File: config.mk
export PLATFORM = sky130hd
export DESIGN_NAME = axi_read_responder
export DESIGN_NICKNAME = d
export VERILOG_FILES = /design/src/rtl/axi_read_responder.sv
export SDC_FILE = /design/constraint.sdc
export NUM_CORES = 1
export LEC_CHECK = 0
export ABC_AREA = 1
export ABC_CLOCK_PERIOD_IN_PS = 2700
export CAP_MARGIN = 20
export CORE_ASPECT_RATIO = 0.5
export CORE_UTILIZATION = 47
export CTS_BUF_LIST = sky130_fd_sc_hd__clkbuf_8
export DETAILED_ROUTE_END_ITERATION = 8
export PLACE_DENSITY_LB_ADDON = 0.3
export SETUP_SLACK_MARGIN = 0.5
export SLEW_MARGIN = 10
export SYNTH_ARGS = -nofsm -noshare
export SYNTH_HDL_FRONTEND = slang
export SYNTH_SLANG_ARGS = --single-unit
File: constraint.sdc
create_clock -name ACLK -period 2.7 [get_ports ACLK]
set_clock_uncertainty 0.05 [all_clocks]
set_input_delay 0.81 -clock ACLK [delete_from_list [all_inputs] [get_ports ACLK]]
set_output_delay 0.81 -clock ACLK [all_outputs]
set_load 0.005 [all_outputs]
File: src/rtl/axi_read_responder.sv
// AXI4 read-only slave over a 64-bit synchronous memory.
// One burst at a time; beats flow through a 2-entry R FIFO.
module axi_read_responder #(
    parameter int ADDR_WIDTH = 32,
    parameter int ID_WIDTH   = 4,
    parameter int MEM_WORDS  = 1024
) (
    input  logic                         ACLK,
    input  logic                         ARESETn,
    input  logic [ID_WIDTH-1:0]          ARID,
    input  logic [ADDR_WIDTH-1:0]        ARADDR,
    input  logic [7:0]                   ARLEN,
    input  logic [2:0]                   ARSIZE,
    input  logic [1:0]                   ARBURST,
    input  logic                         ARVALID,
    output logic                         ARREADY,
    output logic [ID_WIDTH-1:0]          RID,
    output logic [63:0]                  RDATA,
    output logic [1:0]                   RRESP,
    output logic                         RLAST,
    output logic                         RVALID,
    input  logic                         RREADY,
    output logic                         MemEn,
    output logic [$clog2(MEM_WORDS)-1:0] MemAddr,
    input  logic [63:0]                  MemRdData
);

    localparam int AW  = ADDR_WIDTH - 3;
    localparam int MAW = $clog2(MEM_WORDS);
    localparam logic [AW:0] MEM_LIM = (AW+1)'(MEM_WORDS);

    typedef enum logic {IDLE, BURST} state_t;

    typedef struct packed {
        logic [ID_WIDTH-1:0] id;
        logic [63:0]         data;
        logic [1:0]          resp;
        logic                last;
    } beat_t;

    state_t              state_q, state_d;
    logic [ID_WIDTH-1:0] id_q, id_d;
    logic [AW-1:0]       addr_q, addr_d;
    logic [8:0]          total_q, total_d;
    logic [8:0]          issued_q, issued_d;
    logic                slv_q, slv_d;
    logic                fixed_q, fixed_d;
    logic                live_q;
    logic                infl_q;
    logic [1:0]          presp_q;
    logic                plast_q;
    beat_t               fifo_q [2];
    logic                wptr_q, rptr_q;
    logic [1:0]          cnt_q;

    logic                ar_hs, pop, issue, beat_ok, is_last;
    logic [1:0]          beat_resp;
    logic [63:0]         pdata;
    beat_t               head;
    logic                unused_addr_lsb;

    assign unused_addr_lsb = ^ARADDR[2:0];

    assign head    = fifo_q[rptr_q];
    assign RVALID  = (cnt_q != 2'd0);
    assign RID     = RVALID ? head.id   : '0;
    assign RDATA   = RVALID ? head.data : '0;
    assign RRESP   = RVALID ? head.resp : '0;
    assign RLAST   = RVALID ? head.last : 1'b0;
    assign ARREADY = live_q && (state_q == IDLE);

    assign ar_hs     = ARVALID && ARREADY;
    assign pop       = RVALID && RREADY;
    assign beat_ok   = !slv_q && ({1'b0, addr_q} < MEM_LIM);
    assign beat_resp = slv_q ? 2'd2 : (beat_ok ? 2'd0 : 2'd3);
    assign is_last   = (issued_q == total_q - 9'd1);

    // A pop this cycle frees a slot, so credit it to keep 1 beat/cycle
    assign issue = (state_q == BURST) && (issued_q < total_q) &&
                   (({1'b0, cnt_q} + {2'b0, infl_q}) < (3'd2 + {2'b0, pop}));

    assign MemEn   = issue && beat_ok;
    assign MemAddr = MemEn ? addr_q[MAW-1:0] : '0;
    assign pdata   = (presp_q == 2'd0) ? MemRdData : 64'd0;

    always_comb begin
        state_d  = state_q;
        id_d     = id_q;
        addr_d   = addr_q;
        total_d  = total_q;
        issued_d = issued_q;
        slv_d    = slv_q;
        fixed_d  = fixed_q;
        unique case (state_q)
            IDLE: begin
                if (ar_hs) begin
                    id_d     = ARID;
                    addr_d   = ARADDR[ADDR_WIDTH-1:3];
                    total_d  = {1'b0, ARLEN} + 9'd1;
                    issued_d = 9'd0;
                    slv_d    = (ARSIZE != 3'd3) || ARBURST[1];
                    fixed_d  = (ARBURST == 2'd0);
                    state_d  = BURST;
                end
            end
            BURST: begin
                if (issue) begin
                    issued_d = issued_q + 9'd1;
                    if (!fixed_q) addr_d = addr_q + AW'(1);
                end
                if (pop && head.last) state_d = IDLE;
            end
        endcase
    end

    always_ff @(posedge ACLK or negedge ARESETn) begin
        if (!ARESETn) begin
            state_q  <= IDLE;
            id_q     <= '0;
            addr_q   <= '0;
            total_q  <= '0;
            issued_q <= '0;
            slv_q    <= 1'b0;
            fixed_q  <= 1'b0;
            live_q   <= 1'b0;
            infl_q   <= 1'b0;
            presp_q  <= '0;
            plast_q  <= 1'b0;
            wptr_q   <= 1'b0;
            rptr_q   <= 1'b0;
            cnt_q    <= '0;
        end else begin
            state_q  <= state_d;
            id_q     <= id_d;
            addr_q   <= addr_d;
            total_q  <= total_d;
            issued_q <= issued_d;
            slv_q    <= slv_d;
            fixed_q  <= fixed_d;
            live_q   <= 1'b1;
            infl_q   <= issue;
            if (issue) begin
                presp_q <= beat_resp;
                plast_q <= is_last;
            end
            wptr_q <= wptr_q ^ infl_q;
            rptr_q <= rptr_q ^ pop;
            cnt_q  <= cnt_q + {1'b0, infl_q} - {1'b0, pop};
        end
    end

    // Payload storage needs no reset: outputs are masked while empty
    always_ff @(posedge ACLK) begin
        if (infl_q) fifo_q[wptr_q] <= {id_q, pdata, presp_q, plast_q};
    end

endmodule

==> impl_summary.log <==
[metrics] total non-filler cell area in the finished layout: 15700 um^2
[metrics] average wire length per cell after detail routing: between 15 and 20 um
[metrics] CP bufs+invs: 5
[metrics] final worst hold slack: 128.2 ps
[metrics] count of filler cells inserted in the layout: roughly 1500
[metrics] number of iterations in the first detailed-routing pass: 7
[metrics] commonest cells in the synthesized netlist: sky130_fd_sc_hd__nand2_1, sky130_fd_sc_hd__nor2_1, sky130_fd_sc_hd__edfxtp_1
[metrics] post-layout util: between 70% and 80%
[metrics] status: complete, but fails checks
[metrics] Slew @ Worst Pin: a little under 900 ps
[metrics] Slew HR: between 40% and 50%
[metrics] cells taking the most area after synthesis: sky130_fd_sc_hd__edfxtp_1, sky130_fd_sc_hd__nand2_1, sky130_fd_sc_hd__dfrtp_1, sky130_fd_sc_hd__nor2_1, sky130_fd_sc_hd__inv_1
[metrics] DP Area: ~13000 um^2
[metrics] kind of critical path: reg2out
[metrics] number of hold-slack violations in the final timing report: 0
[metrics] TNS Setup: -33320 ps
[metrics] die area: 22570 um^2
[metrics] Remaining Overflow, GRT: 0
[metrics] HPWL after DPL: ~18000 um
[metrics] number of global-route vias before repair: between 9000 and 10000
[metrics] count of port buffers added during placement: 197
[metrics] Slowest cell on crit path: sky130_fd_sc_hd__dfrtp_1
[metrics] TritonCTS clock tree: done
[metrics] met1 Use GR: 33.72%
[metrics] clock latency on the worst-skew pair: about 600 ps
[metrics] core area: roughly 21000 um^2
[metrics] Antenna diodes: 0
[metrics] wirelength, routed: roughly 33000 um
[metrics] mean post-synth cell area: between 8 and 9 um^2
[metrics] remaining antenna violation count: 0
[metrics] delay of the slowest cell on the worst path: approximately 400 ps
[metrics] dpl cells: 1746
[metrics] number of flip-flops and latches in the synthesized netlist: just over 200
[metrics] violations in the final reports: setup timing
[metrics] Synth Area in Adders: about 2.3%
[metrics] buffer cell driving the clock tree root: sky130_fd_sc_hd__clkbuf_8
[metrics] post-route DRC violation count: 0
[metrics] Post-Syn Instances: between 1000 and 1500
[metrics] most used routing layer: met2
[metrics] leakage dissipation: 7.092 nW
[metrics] top-count cell post-synth: sky130_fd_sc_hd__nand2_1
[metrics] number of vias per cell after detailed routing: between 5 and 6
[metrics] RePlAce Congestion: 0.9384
[metrics] Sinks on Clock Net: approximately 210
[metrics] multiplexer share of the synthesized area: less than 1%
[metrics] required time reported for the critical path endpoint: 1840 ps
[metrics] Compound-Gate Fraction of Synth Area: around 5.3%
[metrics] post-synthesis share of cell area spent on and, or, nand and nor gates: a little over a quarter
[metrics] TritonCTS buffer count: 30
[metrics] type of element launching the critical path: flip-flop
[metrics] power per cell area: 1135 nW/um^2
[metrics] Final min period: 3482 ps
[metrics] cell chain of the critical path: inv_2 -> ha_4 -> nand2_1 -> nand2_1 -> nand2_1 -> nand2_2 -> nand2_2 -> nand2_2 -> nand2_4 -> nand2_4 -> buf_6 -> buf_6 -> buf_4 -> nor3_4 -> buf_2
[metrics] cell taking the most area after synthesis: sky130_fd_sc_hd__edfxtp_1
[metrics] slack of the critical path: -782.3 ps
[metrics] count of flip-flops with a built-in enable after synthesis: around 140
[metrics] number of max-capacitance violations reported: 0
[metrics] final slew viol count: 0
[metrics] Synth async-reset ratio: ~30%
[metrics] data arrival at the endpoint of the critical path: around 2600 ps
[metrics] post-placement setup slack: -1015 ps
[metrics] wire length of the first global-routing pass: about 47000 um
[metrics] power after layout: ~18 mW
[metrics] Synth top area share: 41.35%
[metrics] DRT iter0 DRCs: ~940
[metrics] Post-Synthesis Cell Area: slightly above 10000 um^2
[metrics] count of boundary I/O pins: approximately 200
[metrics] Max Clk Rate: roughly 290 MHz
[metrics] GR Util met2: a little under half
[metrics] crit end category: output pin
[metrics] die boundary width: approximately 210 um
[metrics] share of synthesized area occupied by flip-flops and latches: between 50% and 60%
[metrics] initial cell density of the core: 49.07%
[metrics] Synth Area in XOR/XNOR: 1.747%
[metrics] pin count of the biggest net entering global routing: between 60 and 70
[metrics] setup repair after global routing missed its margin: yes
[metrics] share of final-layout standard cells stronger than drive strength 1: approximately 30%
[metrics] antenna violations before repair: 0
[metrics] net count after synthesis: roughly 1400
[metrics] Total GRT Usage: between 20% and 30%
[metrics] peak supply drop: a little under 0.7 mV
[metrics] endpoints failing setup: roughly 110
[metrics] Min-Delay Path Class: in2async
[metrics] Via Count: 9870
[metrics] main combinational cell family by area after synthesis: simple AND/OR/NAND/NOR gates
[metrics] crit share post-route: 129.0%
[metrics] Core Rows: 37
[metrics] kind of cell with the highest combined delay on the critical path: simple AND/OR/NAND/NOR gates
[metrics] area added between synthesis and finish: 52.26%
[metrics] Synth cell types: 32
[metrics] commonest register cell after synthesis: sky130_fd_sc_hd__edfxtp_1
[metrics] clock transition at the register clock pins on the worst setup and hold paths after CTS: about 70 ps
[metrics] Die Span Y: approximately 110 um
[metrics] Layout Nets: between 1500 and 2000
[metrics] Max FO, Critical Path: 2
[metrics] fin cells: between 1500 and 2000
[metrics] H-tree level count: 1
[metrics] met3 usage: between 5 and 6%
[metrics] Yosys warning count: 0
[metrics] clk buf depth: 3
## report_power, final
group,total (mW),switching [mW],internal [mW]
Combinational,10.1,5.26,4.84
Clock,2.92,1.30,1.63
Sequential,4.79,0.487,4.30
## final cells by class
cell class,instances,area [um^2],share of cell area (%)
Sequential cell,205,5842,37.21
Multi-Input combinational cell,850,4667,29.72
Timing Repair Buffer,359,3608,22.98
Inverter,135,529.3,3.371
Clock buffer,30,412.9,2.630
Tap cell,292,365.4,2.327
Clock inverter,26,276.5,1.761
## placed cells by master, fill, tap and decap left out, types with 11 or more instances in the layout
master / Yosys / routed
sky130_fd_sc_hd__buf_8: 0 / 11
sky130_fd_sc_hd__buf_4: 0 / 68
sky130_fd_sc_hd__nor2_1: 161 / 145
sky130_fd_sc_hd__buf_6: 2 / 51
sky130_fd_sc_hd__xor2_1: 13 / 13
sky130_fd_sc_hd__o21ai_0: 24 / 19
sky130_fd_sc_hd__inv_1: 131 / 128
sky130_fd_sc_hd__nand2_1: 450 / 396
sky130_fd_sc_hd__nand2_2: 2 / 39
sky130_fd_sc_hd__clkdlybuf4s50_1: 0 / 111
sky130_fd_sc_hd__edfxtp_1: 142 / 142
sky130_fd_sc_hd__buf_2: 4 / 81
sky130_fd_sc_hd__buf_12: 0 / 20
sky130_fd_sc_hd__dfrtp_1: 63 / 62
sky130_fd_sc_hd__a21oi_4: 0 / 16
sky130_fd_sc_hd__a21oi_2: 1 / 57
sky130_fd_sc_hd__clkbuf_8: 0 / 30
sky130_fd_sc_hd__nand2_4: 3 / 18
sky130_fd_sc_hd__nand3_1: 76 / 67
## cells by family after synthesis
kind of cell | Yosys count
flops | 205
buf+inv | 184
compound gates | 107
other cells | 1
fa+ha+maj | 19
xor+xnor | 19
simple gates | 702
mux | 1
## routing by layer
metal	wire (um)	up-vias
met4	1330	0
met3	2268	116
met5	0	-
met2	16010	439
met1	12910	4672
li1	-	4643
## final timing paths
path / cells past startpoint / slack [ps] / end / from
setup reg to reg: 22 / -80 / addr_q[9] / total_q[1]
hold / removal: 1 / 130 / addr_q[2] / ARESETn
min in group ACLK: 0 / 430 / fifo_q[1][67] / id_q[0]
hold reg to reg: 0 / 430 / fifo_q[1][67] / id_q[0]
setup / recovery: 15 / -780 / MemEn / total_q[1]
max in group asynchronous: 2 / 1820 / rptr_q / ARESETn
## worst reg2reg max path: cells and delay by family (launching register included)
family | cells | cell delay (ps)
DFF | 1 | 400
adders and majority gates | 1 | 190
and+or+nand+nor | 12 | 960
buffers and inverters | 9 | 1070
## registers in the layout, summed over array words and instances (netlist names)
| signal | cells |
|---|---|
| state_q | 1 |
| id_q | 4 |
| wptr_q | 1 |
| presp_q | 2 |
| infl_q | 1 |
| plast_q | 1 |
| rptr_q | 1 |
| fifo_q | 142 |
| live_q | 1 |
| fixed_q | 1 |
| addr_q | 29 |
| total_q | 9 |
| slv_q | 1 |
| cnt_q | 2 |
| issued_q | 9 |
## what timing repair did
action	CTS	global route
hold endpoints to repair	0	0
hold buffers	0	0
buffers inserted	48	30
pin swaps	15	32
endpoints found under the setup margin	84	122
resized for setup	487	158
cloned	11	6
No activity file was read; power rests on OpenSTA's default activity.
